`src/rtl/cache_miss_arbiter.sv`:
```
// Purpose  : shares one memory read port between N_PORTS miss-handling caches, round-robin,
//            locking a stalled address until memory accepts it; read data is broadcast.
// Latency  : request->memory is combinational; req_data_valid follows an accept by 1 cycle.
// Backpress: mem_addr_ready is forwarded to the winner's req_ready only; losers see 0.
// Ports    : clk/rst (sync, active-high); req_valid/req_addr/req_ready per cache;
//            req_data (broadcast) + req_data_valid (one-hot owner); mem_addr_valid/mem_addr/
//            mem_addr_ready toward memory; mem_data from memory (valid 1 cycle after accept).
module cache_miss_arbiter #(
    parameter int N_PORTS    = 4,
    parameter int ADDR_WIDTH = 16,
    parameter int DWIDTH     = 16
) (
    input  logic                          clk,
    input  logic                          rst,
    input  logic [N_PORTS-1:0]            req_valid,
    input  logic [N_PORTS*ADDR_WIDTH-1:0] req_addr,
    output logic [N_PORTS-1:0]            req_ready,
    output logic [DWIDTH-1:0]             req_data,
    output logic [N_PORTS-1:0]            req_data_valid,
    output logic                          mem_addr_valid,
    output logic [ADDR_WIDTH-1:0]         mem_addr,
    input  logic                          mem_addr_ready,
    input  logic [DWIDTH-1:0]             mem_data
);

    localparam int PW = (N_PORTS > 1) ? $clog2(N_PORTS) : 1;

    typedef enum logic {S_ARB, S_HOLD} state_t;

    state_t              r_state;
    state_t              w_state_nxt;
    logic [PW-1:0]       r_prio;
    logic [PW-1:0]       r_lock_idx;
    logic [N_PORTS-1:0]  r_resp_onehot;

    logic                w_arb_found;
    logic [PW-1:0]       w_arb_idx;
    logic [PW-1:0]       w_scan;
    logic                w_has_win;
    logic [PW-1:0]       w_win_idx;
    logic                w_accept;
    logic [PW-1:0]       w_prio_nxt;
    logic [N_PORTS-1:0]  w_win_onehot;

    // Round-robin scan starting at r_prio. Walking from the farthest offset down to
    // offset 0 means the last hit written is the closest valid port to r_prio.
    always_comb begin
        w_arb_found = 1'b0;
        w_arb_idx   = '0;
        w_scan      = '0;
        for (int k = N_PORTS - 1; k >= 0; k--) begin
            w_scan = PW'((int'(r_prio) + k) % N_PORTS);
            if (req_valid[w_scan]) begin
                w_arb_found = 1'b1;
                w_arb_idx   = w_scan;
            end
        end
    end

    // While holding, only the locked port can win; if it withdrew there is no winner.
    always_comb begin
        if (r_state == S_HOLD) begin
            w_has_win = req_valid[r_lock_idx];
            w_win_idx = r_lock_idx;
        end else begin
            w_has_win = w_arb_found;
            w_win_idx = w_arb_idx;
        end
    end

    assign w_accept = w_has_win && mem_addr_ready;

    always_comb begin
        if (w_win_idx == PW'(N_PORTS - 1)) begin
            w_prio_nxt = '0;
        end else begin
            w_prio_nxt = w_win_idx + 1'b1;
        end
    end

    always_comb begin
        w_win_onehot = '0;
        for (int i = 0; i < N_PORTS; i++) begin
            if (w_win_idx == PW'(i)) begin
                w_win_onehot[i] = 1'b1;
            end
        end
    end

    // FSM: state register
    always_ff @(posedge clk) begin
        if (rst) begin
            r_state <= S_ARB;
        end else begin
            r_state <= w_state_nxt;
        end
    end

    // FSM: next state. A stalled winner locks; an accept or a withdrawal releases.
    always_comb begin
        w_state_nxt = S_ARB;
        case (r_state)
            S_ARB: begin
                if (w_has_win && !mem_addr_ready) begin
                    w_state_nxt = S_HOLD;
                end
            end
            S_HOLD: begin
                if (w_has_win && !mem_addr_ready) begin
                    w_state_nxt = S_HOLD;
                end
            end
            default: w_state_nxt = S_ARB;
        endcase
    end

    // FSM: outputs toward memory and requesters
    always_comb begin
        mem_addr_valid = w_has_win;
        mem_addr       = '0;
        req_ready      = '0;
        for (int i = 0; i < N_PORTS; i++) begin
            if (w_has_win && (w_win_idx == PW'(i))) begin
                mem_addr     = req_addr[i*ADDR_WIDTH +: ADDR_WIDTH];
                req_ready[i] = mem_addr_ready;
            end
        end
    end

    // Arbitration bookkeeping and response qualifier
    always_ff @(posedge clk) begin
        if (rst) begin
            r_prio        <= '0;
            r_lock_idx    <= '0;
            r_resp_onehot <= '0;
        end else begin
            r_resp_onehot <= '0;
            if (w_accept) begin
                r_prio        <= w_prio_nxt;
                r_resp_onehot <= w_win_onehot;
            end else if (w_has_win) begin
                r_lock_idx <= w_win_idx;
            end
        end
    end

    // Memory answers one cycle after accept, which is exactly when the qualifier is up.
    assign req_data       = mem_data;
    assign req_data_valid = r_resp_onehot;

endmodule
```
`config.mk`:
```
export PLATFORM = sky130hd
export DESIGN_NAME = cache_miss_arbiter
export DESIGN_NICKNAME = d
export VERILOG_FILES = /design/src/rtl/cache_miss_arbiter.sv
export SDC_FILE = /design/constraint.sdc
export NUM_CORES = 1
export LEC_CHECK = 0
export ABC_AREA = 1
export BUFFER_PORTS_ARGS = -buffer_cell sky130_fd_sc_hd__clkbuf_2
export CAP_MARGIN = 5
export CELL_PAD_IN_SITES_DETAIL_PLACEMENT = 2
export CELL_PAD_IN_SITES_GLOBAL_PLACEMENT = 2
export CORE_MARGIN = 2
export CORE_UTILIZATION = 16
export CTS_CLUSTER_SIZE = 16
export DETAILED_ROUTE_END_ITERATION = 12
export PLACE_DENSITY_LB_ADDON = 0.1
export SYNTH_ARGS = -nofsm -noshare
export SYNTH_HDL_FRONTEND = slang
export SYNTH_SLANG_ARGS = --single-unit
```
`constraint.sdc`:
```
create_clock -name clk -period 2.52 [get_ports clk]
set_input_delay 0.252 -clock clk [delete_from_list [all_inputs] [get_ports clk]]
set_output_delay 0.252 -clock clk [all_outputs]
set_load 0.02 [all_outputs]
```
==> results of run 1 <==
[flip-flops by register name, indices dropped and copies added, names as in the netlist]
signal,flops
r_lock_idx,2
r_state,1
r_prio,2
req_data_valid,4
[routing by layer]
layer	wire length (um)	GRT usage	vias up
met5	0	0	-
met4	73	0.0239	0
met3	353	0.0180	5
met2	4960	0.268	59
met1	4040	0.176	1244
li1	-	-	1295
[synth_stat cells (all sizes together)]
cell | count | area (um2)
nand3 | 26 | 135
clkbuf | 9 | 33.8
o21ai | 4 | 20.0
nor2 | 34 | 135
dfxtp | 9 | 180
o211ai | 1 | 7.51
ha | 4 | 50.1
inv | 63 | 241
nand3b | 1 | 11.3
nand4 | 48 | 300
nand2 | 109 | 455
buf | 29 | 213
clkinv | 8 | 30.0
a21oi | 4 | 20.0
[final timing paths]
kind                 startpoint            end  slack, ns  cells past startpoint
setup / recovery      r_prio[0]      r_prio[0]      -0.27                     24
hold / removal              rst        r_state       0.20                      2
setup reg to reg      r_prio[0]      r_prio[0]      -0.27                     24
hold reg to reg   r_lock_idx[1]  r_lock_idx[1]       0.57                      2
[timing repair]
item                                    in CTS  in global routing
pin swaps                                   21                 30
endpoints found under the setup margin      20                 21
setup buffers                               14                  3
gates resized for setup                     60                 74
cloned                                       2                  3
[cell type report]
cell class	instances	area (um2)
Clock buffer	3	75.1
Timing Repair Buffer	141	1110
Sequential cell	9	188
Fill cell	1384	8050
Tap cell	143	179
Multi-Input combinational cell	232	1430
Inverter	71	282
Clock inverter	1	5.00
[kinds of logic after synthesis]
family,after synthesis,share of synthesized area
simple gates,218,0.566
flops,9,0.0983
compound gates,9,0.0259
buf+inv,109,0.283
fa+ha+maj,4,0.0273
[stage by stage]
step	utilization	power [mW]	setup TNS [ns]
CTS	0.260	3.10	-3.15
global route	0.289	3.69	-6.52
detailed placement	0.221	2.25	-2.81
floorplan	-	1.48	0
global placement	0.221	2.22	-1.67
finish	0.289	3.41	-3.31
[power by group]
| part | switching, mW | total, mW | internal, mW |
|---|---|---|---|
| clock | 0.0810 | 0.291 | 0.210 |
| combinational | 1.53 | 2.92 | 1.39 |
| sequential | 0.0306 | 0.199 | 0.168 |
==> key figures, run 1 <==
Die
  • Row count: 39
  • Die Width: about 110 um
  • Die H: between 100 and 150 um
  • # IOs: approximately 130
  • Total die area: approximately 12,000 um2
  • Initial core utilization: 0.162
  • Core ar.: 11,300 um2

Power
  • Leak Pwr: approximately 1.9 nW
  • Worst VDD drop: 454 uV
  • Pwr Density: between 1000 and 1500 nW/um2

Routing
  • Final WL: approximately 9400 um
  • Iteration-0 DRC Markers: a little over 50
  • Drt drc: 0
  • Vias: between 2,000 and 3,000
  • Via density: between 4 and 5
  • DR pass1 iterations: 4
  • WL per Instance: 15.7 um
  • Antenna Nets Post-Route: 0

Yosys
  • Synth warn: 0
  • Synth cell types: 25
  • Sequential-to-total area share from yosys stat: 0.0983
  • #FFs+latches synth: 9
  • Syn nets: 440
  • Avg Synthesized Cell Area: between 5 and 6 um2
  • Post-Syn Area: roughly 1800 um2
  • Post-synthesis cell count: ~350

Clock tree
  • Maximum clock insertion buffer count: 2
  • Num Clock Sinks: 9
  • CTS Hold Buffers Added: 0
  • Total CTS buffers: 3
  • Clk_lat worst skew: about 0.24 ns
  • CTS clk-pin slew, worst paths: around 0.040 ns
  • Htree depth: 1
  • CTS tree: built
  • CTS root buf: clkbuf_16

Global route
  • Initial antenna violation count: 0
  • Vias in the first global route: approximately 2,800
  • All-Layer GR Usage: 0.143
  • Total gr overflow: 0
  • Largest net degree at the start of global routing: 49
  • First-pass GRT wire length: around 15,000 um

Critical path
  • CP arrival: roughly 3.0 ns
  • Slowest-stage cell, CP: dfxtp_4
  • Required @ worst endpoint: around 2.7 ns
  • Crit Path Category: flip-flop to flip-flop
  • Crit path capture type: flip-flop
  • Buf/Inv on CP: 14
  • Critical path's largest stage delay: around 0.36 ns
  • Crit Path Max Fanout: 7
  • Crit start category: flip-flop
  • Cell mode on critical path: buf_4
  • Crit path cell chain: buf_12 -> nand2_4 -> nand2_4 -> nand2_4 -> nand2_4 -> nor2_4 -> nor2_2 -> nand2_1 -> nand3_2 -> buf_4 -> buf_4 -> buf_4 -> buf_4 -> buf_4 -> buf_4 -> buf_4 -> buf_4 -> buf_4 -> buf_4 -> buf_4 -> buf_4 -> nand3_1 -> nand2_1 -> inv_1
  • CP top delay family: buffers and inverters

Run status
  • Failing checks: setup timing
  • Status: finished, violations left

Timing
  • Setup ws final: -0.267 ns
  • Setup violators final: 18
  • Slew headroom: 0.768
  • Least-Margin Pin Slew: 0.347 ns
  • Skew final: between 0.006 and 0.007 ns
  • Final period util: 1.11
  • WHS: ~0.20 ns
  • F_max: around 360 MHz
  • Fin crit period: 2.79 ns
  • RSZ-0062 raised after global routing: yes
  • Slew Viols, Final: 0
  • Final hold violation count: 0

Finish
  • Most common cell after layout, fill and taps aside: nand2_1
  • Finished Layout Cells: 600
  • Post-route cell area: around 3300 um2
  • Layout cells sized above 1: 0.481
  • Area delta synth->final: 78.3%
  • Most frequent cells in the layout: nand2_1 (79), clkbuf_2 (75), inv_1 (54), nand4_1 (48), buf_4 (39)
  • Ant diodes: 0
  • Layout net count: 549

Placement
  • Pre-CTS setup slack: -0.243 ns
  • Routability cong.: 0.714
  • PortBufs: between 90 and 100
  • HPWL Detailed: around 6700 um
  • Placed insts: approximately 570
  • Placed instance area: 2500 um2

Min path
  • Hold Crit Class: input port to flip-flop

Run
  • Max Cap Violations: 0
Note: power is estimated with default switching activity, not from simulation.
==> run 2, diff against run 1 <==
- ABC_AREA: 1 -> unset
- CORE_UTILIZATION: 16 -> 14
- GPL_TIMING_DRIVEN: unset -> 0
==> key figures, run 2 <==
Power
  • Pwr Density: around 520 nW/um2
  • Leak Pwr: roughly 1.2 nW
  • Worst VDD drop: 129 uV
  • Sequential Power Share: 0.125
  • Gate power share: 0.752
  • Clock share of power: 0.124
  • NetSw: 0.586 mW
  • Sw Share: 0.439
  • Pint: ~0.75 mW

Critical path
  • Critical Path Source: r_prio[0]
  • Crit start category: flip-flop
  • Slowest-stage cell, CP: or3_4
  • CP arrival: roughly 2.4 ns
  • CP top delay family: compound AO/OA/AOI/OAI gates
  • Required @ worst endpoint: between 2 and 2.5 ns
  • Crit Path Category: flip-flop to output port
  • R2r setup slk: ~0.64 ns
  • Crit Path Max Fanout: 5
  • Crit path capture type: output port
  • Critical path's largest stage delay: a little over 0.4 ns
  • Crit. path cell count: 11
  • FF-to-FF End: req_data_valid[3]
  • Critical R2R Launch: r_prio[0]
  • Critical Path End: mem_addr[7]
  • Crit path cell chain: nand2b_4 -> a21oi_2 -> or3_4 -> o21a_4 -> ha_4 -> clkbuf_16 -> a21oi_2 -> o21ai_1 -> a22oi_1 -> nor2_2 -> buf_6
  • Cell mode on critical path: a21oi_2
  • Buf/Inv on CP: 2
  • FF-to-FF path depth: 7

Routing
  • Iteration-0 DRC Markers: 16
  • WL per Instance: approximately 15 um
  • Via density: approximately 4.1
  • Drt drc: 0
  • Final WL: 6720 um
  • DR pass1 iterations: 4
  • Vias: approximately 1,900
  • Antenna Nets Post-Route: 0

Clock tree
  • Clk_lat worst skew: around 0.23 ns
  • CTS tree: built
  • CTS Hold Buffers Added: 0
  • Maximum clock insertion buffer count: 2
  • CTS root buf: clkbuf_8
  • CTS clk-pin slew, worst paths: 0.04 ns
  • Num Clock Sinks: 9
  • Htree depth: 1
  • Total CTS buffers: 3

Timing
  • Setup violators final: 16
  • Slew Viols, Final: 0
  • Least-Margin Pin Slew: approximately 0.47 ns
  • F_max: ~380 MHz
  • Final period util: 1.03
  • Setup ws final: -0.0805 ns
  • Sum Neg Setup Slack: -0.865 ns
  • Slew headroom: 0.684
  • WHS: ~0.28 ns
  • Skew final: between 0.0015 and 0.002 ns
  • Final hold violation count: 0
  • Fin crit period: roughly 2.6 ns
  • RSZ-0062 raised after global routing: yes

Min path
  • Hold Crit Class: input port to flip-flop

Global route
  • Total gr overflow: 0
  • Largest net degree at the start of global routing: 11
  • Vias in the first global route: around 2,000
  • All-Layer GR Usage: 0.124
  • Initial antenna violation count: 0
  • First-pass GRT wire length: approximately 10,000 um

Die
  • Die Width: 101 um
  • Die H: around 100 um
  • Initial core utilization: 0.144
  • Total die area: roughly 10,000 um2
  • # IOs: 128
  • Row count: 35
  • Core ar.: 9240 um2

Yosys
  • Synth area leaders: a21oi_1 (14%), dfxtp_1 (14%), a22oi_1 (9.0%)
  • Synth top cells by count: a21oi_1 (36), inv_1 (19), nand2_1 (19), o21ai_0 (19), nor2_1 (18)
  • Post-Syn Area: approximately 1300 um2
  • Synth cell types: 35
  • Synth area leader: a21oi_1
  • Avg Synthesized Cell Area: roughly 6.3 um2
  • Top cell type's share of synthesized area: 0.136
  • Synth Flop Type: dfxtp_1
  • Async SR Flop Fraction: 0
  • Syn nets: around 300
  • EDFF count, synth: 0
  • Most common cell in the synthesized netlist: a21oi_1
  • #FFs+latches synth: 9
  • Sequential-to-total area share from yosys stat: 0.136
  • Synth warn: 0
  • Post-synthesis cell count: 210

Finish
  • Layout cells sized above 1: 0.619
  • Ant diodes: 0
  • Max FFs per register: 4
  • Most common cell after layout, fill and taps aside: clkbuf_2
  • # fillers: 1,124
  • Layout net count: 425
  • Most frequent cells in the layout: clkbuf_2 (95), buf_4 (32), nand2_1 (19), a21oi_2 (19), inv_1 (18)
  • Area delta synth->final: 92.1%

Placement
  • PortBufs: between 100 and 150
  • Routability cong.: 0.736
  • HPWL Detailed: about 5300 um

Run status
  • Failing checks: setup timing
  • Status: finished, violations left

Run
  • Max Cap Violations: 0
## run 2: power by group through the flow
stage	registers, mW	logic, mW	clock network (mW)
floorplan	0.168	0.476	0
global placement	0.168	0.735	0
detailed placement	0.168	0.744	0
CTS	0.166	0.905	0.173
global route	0.167	1.10	0.182
finish	0.166	1.00	0.165
## run 2: repair_timing
action / CTS / global route
endpoints found under the setup margin: 22 / 18
pin swaps: 8 / 24
cloned: 0 / 1
gates resized for setup: 70 / 55
setup buffers: 5 / 6
endpoints found under the hold margin: 0 / 0
## run 2: logic make-up (layout without fill, tap and decap cells)
kind of cell	Yosys count	in the layout	share of synthesized area
simple gates	59	59	0.216
compound gates	80	80	0.357
buf+inv	54	177	0.205
fa+ha+maj	4	4	0.0377
mux	4	4	0.0490
flops	9	9	0.136
## run 2: worst register-to-register path, cell delays in order, from the launching register on
cell and delay (ns):
dfxtp_2 0.35, nand2b_4 0.14, a21oi_2 0.06, or3_4 0.41
o21ai_4 0.18, ha_2 0.24, clkbuf_4 0.23, nor3b_1 0.19
## run 2: how the worst min path moves through the flow
stage	end	from	cells after the start
global placement	r_state	mem_addr_ready	2
finish	r_state	mem_addr_ready	2
global route	r_state	mem_addr_ready	2
detailed placement	r_state	mem_addr_ready	2
CTS	r_state	mem_addr_ready	2
floorplan	r_state	mem_addr_ready	1
## run 2: per-layer routing
metal | track usage | part of all wire | vias to the layer above
li1 | - | - | 952
met1 | 0.155 | 0.44 | 900
met2 | 0.214 | 0.48 | 63
met3 | 0.0414 | 0.081 | 2
met4 | 0.0156 | 0.0036 | 0
met5 | 0 | 0 | -
## run 2: cell type report
class	count	area, um2	share of cell area
Buffer	30	277	0.108
Clock buffer	4	45.0	0.0176
Inverter	20	75.1	0.0294
Multi-Input combinational cell	147	1070	0.419
Sequential cell	9	183	0.0716
Tap cell	129	161	0.0632
Timing Repair Buffer	123	743	0.291
## run 2: stage by stage
stage          cell area [um2]  setup slack, ns  std cells  power (mW)   util
2_1_floorplan             1360          0.00267        210       0.644      -
3_3_place_gp              2070           -0.643        450       0.903  0.224
3_5_place_dp              2070           -0.730        450       0.912  0.224
4_1_cts                   2370           -0.148        455        1.24  0.256
5_1_grt                   2550           -0.225        462        1.45  0.276
6_report                  2550          -0.0805        462        1.34  0.276
==> run 3, diff against run 2 <==
- clock period: 2.52 -> 2.1 ns (I/O delays scaled with it)
==> key figures, run 3 (synthesis results as in run 2) <==
Run status
  • Status: finished, violations left
  • Failing checks: setup timing

Timing
  • Fin crit period: ~2.6 ns
  • Final period util: 1.25
  • Skew final: between 0.0015 and 0.002 ns
  • RSZ-0062 raised after global routing: yes
  • Setup violators final: 20
  • Final hold violation count: 0
  • WHS: roughly 0.25 ns
  • Slew headroom: 0.677
  • F_max: about 380 MHz
  • Slew Viols, Final: 0
  • Least-Margin Pin Slew: 0.484 ns
  • Setup ws final: -0.529 ns

Global route
  • Met1 Usage GRT: 0.169
  • Largest net degree at the start of global routing: 11
  • Total gr overflow: 0
  • Met3 Use GR: 0.0324
  • Vias in the first global route: ~2,100
  • First-pass GRT wire length: about 11,000 um
  • Initial antenna violation count: 0
  • Grt met2 use: 0.247
  • All-Layer GR Usage: 0.136
  • Top Usage Layer GRT: met2

Die
  • Initial core utilization: 0.144
  • Row count: 35
  • # IOs: around 130
  • Die Width: 101 um
  • Core ar.: 9240 um2
  • Total die area: roughly 10,000 um2
  • Die H: 101 um

Power
  • Pwr Density: about 640 nW/um2
  • Worst VDD drop: 168 uV
  • Leak Pwr: 1.35 nW

Clock tree
  • Maximum clock insertion buffer count: 2
  • CTS clk-pin slew, worst paths: ~0.050 ns
  • CTS tree: built
  • Htree depth: 1
  • CTS root buf: clkbuf_8
  • Total CTS buffers: 3
  • Num Clock Sinks: 9
  • Clk_lat worst skew: approximately 0.23 ns
  • CTS Hold Buffers Added: 0

Routing
  • Antenna Nets Post-Route: 0
  • DR pass1 iterations: 4
  • WL per Instance: 15.5 um
  • Vias: 1,965
  • Final WL: approximately 7300 um
  • Via density: 4.17
  • Iteration-0 DRC Markers: between 40 and 50
  • Drt drc: 0

Critical path
  • Crit path capture type: output port
  • Crit start category: flip-flop
  • Crit Path Category: flip-flop to output port
  • Required @ worst endpoint: approximately 1.9 ns
  • CP arrival: 2.42 ns
  • Crit Path Max Fanout: 8

Finish
  • Final Util: 0.307
  • Ant diodes: 0
  • Combined area of the multi-input logic cells: between 1000 and 1500 um2
  • Finished Layout Cells: about 470
  • Most common cell after layout, fill and taps aside: clkbuf_2
  • FF+latch area: ~190 um2
  • Max FFs per register: 4
  • Area delta synth->final: 114%
  • Most frequent cells in the layout: clkbuf_2 (92), buf_4 (30), nand2_1 (19), inv_1 (18), a21oi_1 (18)
  • Layout cells sized above 1: 0.658
  • Post-route cell area: between 2000 and 3000 um2
  • Layout net count: 434
  • # fillers: 1,120

Placement
  • PortBufs: roughly 110
  • Placed instance area: approximately 2200 um2
  • Placed insts: 450
  • Routability cong.: about 0.76
  • HPWL Detailed: ~5300 um

Run
  • Max Cap Violations: 0

Min path
  • Hold Crit Class: input port to flip-flop
[run 3: path summary, 6_finish.rpt]
| check | endpoint | startpoint | slack (ns) | cells past startpoint |
|---|---|---|---|---|
| worst min register to register | r_prio[1] | r_prio[1] | 0.52 | 2 |
| worst min-delay path | r_state | mem_addr_ready | 0.25 | 2 |
| worst max register to register | req_data_valid[0] | r_prio[0] | 0.16 | 8 |
| worst max-delay path | mem_addr[12] | r_prio[0] | -0.53 | 11 |
[run 3: timing repair]
action                                  CTS  global route
endpoints found under the setup margin   23            20
gates cloned                              3             2
endpoints found under the hold margin     0             0
buffers inserted                         11             5
pin swaps                                20            23
gates resized for setup                  66            37
[run 3: critical path, cell delays in order (launching register included)]
cell and delay (ns):
dfxtp_4 0.37, nand2b_4 0.13, a21boi_4 0.05, or3_4 0.41, o21a_4 0.25, ha_4 0.21
clkbuf_16 0.18, a21oi_4 0.10, o21ai_1 0.07, a22oi_1 0.20, nor2_2 0.05, clkbuf_8 0.16
[run 3: final cells by class]
class / instances / share of cell area
Multi-Input combinational cell: 147 / 0.395
Sequential cell: 9 / 0.0652
Tap cell: 129 / 0.0569
Timing Repair Buffer: 132 / 0.319
Inverter: 20 / 0.0264
Buffer: 30 / 0.122
Clock buffer: 4 / 0.0159
[run 3: per-stage QoR]
| step | power (mW) | setup TNS, ns | setup WS (ns) |
|---|---|---|---|
| 2_1_floorplan | 0.891 | -1.49 | -0.101 |
| 3_3_place_gp | 1.21 | -11.34 | -0.699 |
| 3_5_place_dp | 1.22 | -11.40 | -0.679 |
| 4_1_cts | 1.73 | -8.74 | -0.514 |
| 5_1_grt | 1.97 | -10.78 | -0.660 |
| 6_report | 1.82 | -8.66 | -0.529 |
[run 3: power breakdown]
part,internal [mW],switching (mW)
Combinational,0.732,0.686
Sequential,0.186,0.0147
Clock,0.132,0.0705
[run 3: metal layers]
layer	up-vias	part of all wire	wire [um]
li1	970	-	-
met1	914	0.43	3140
met2	79	0.50	3690
met3	2	0.063	463
met4	0	0.0018	13
met5	-	0	0
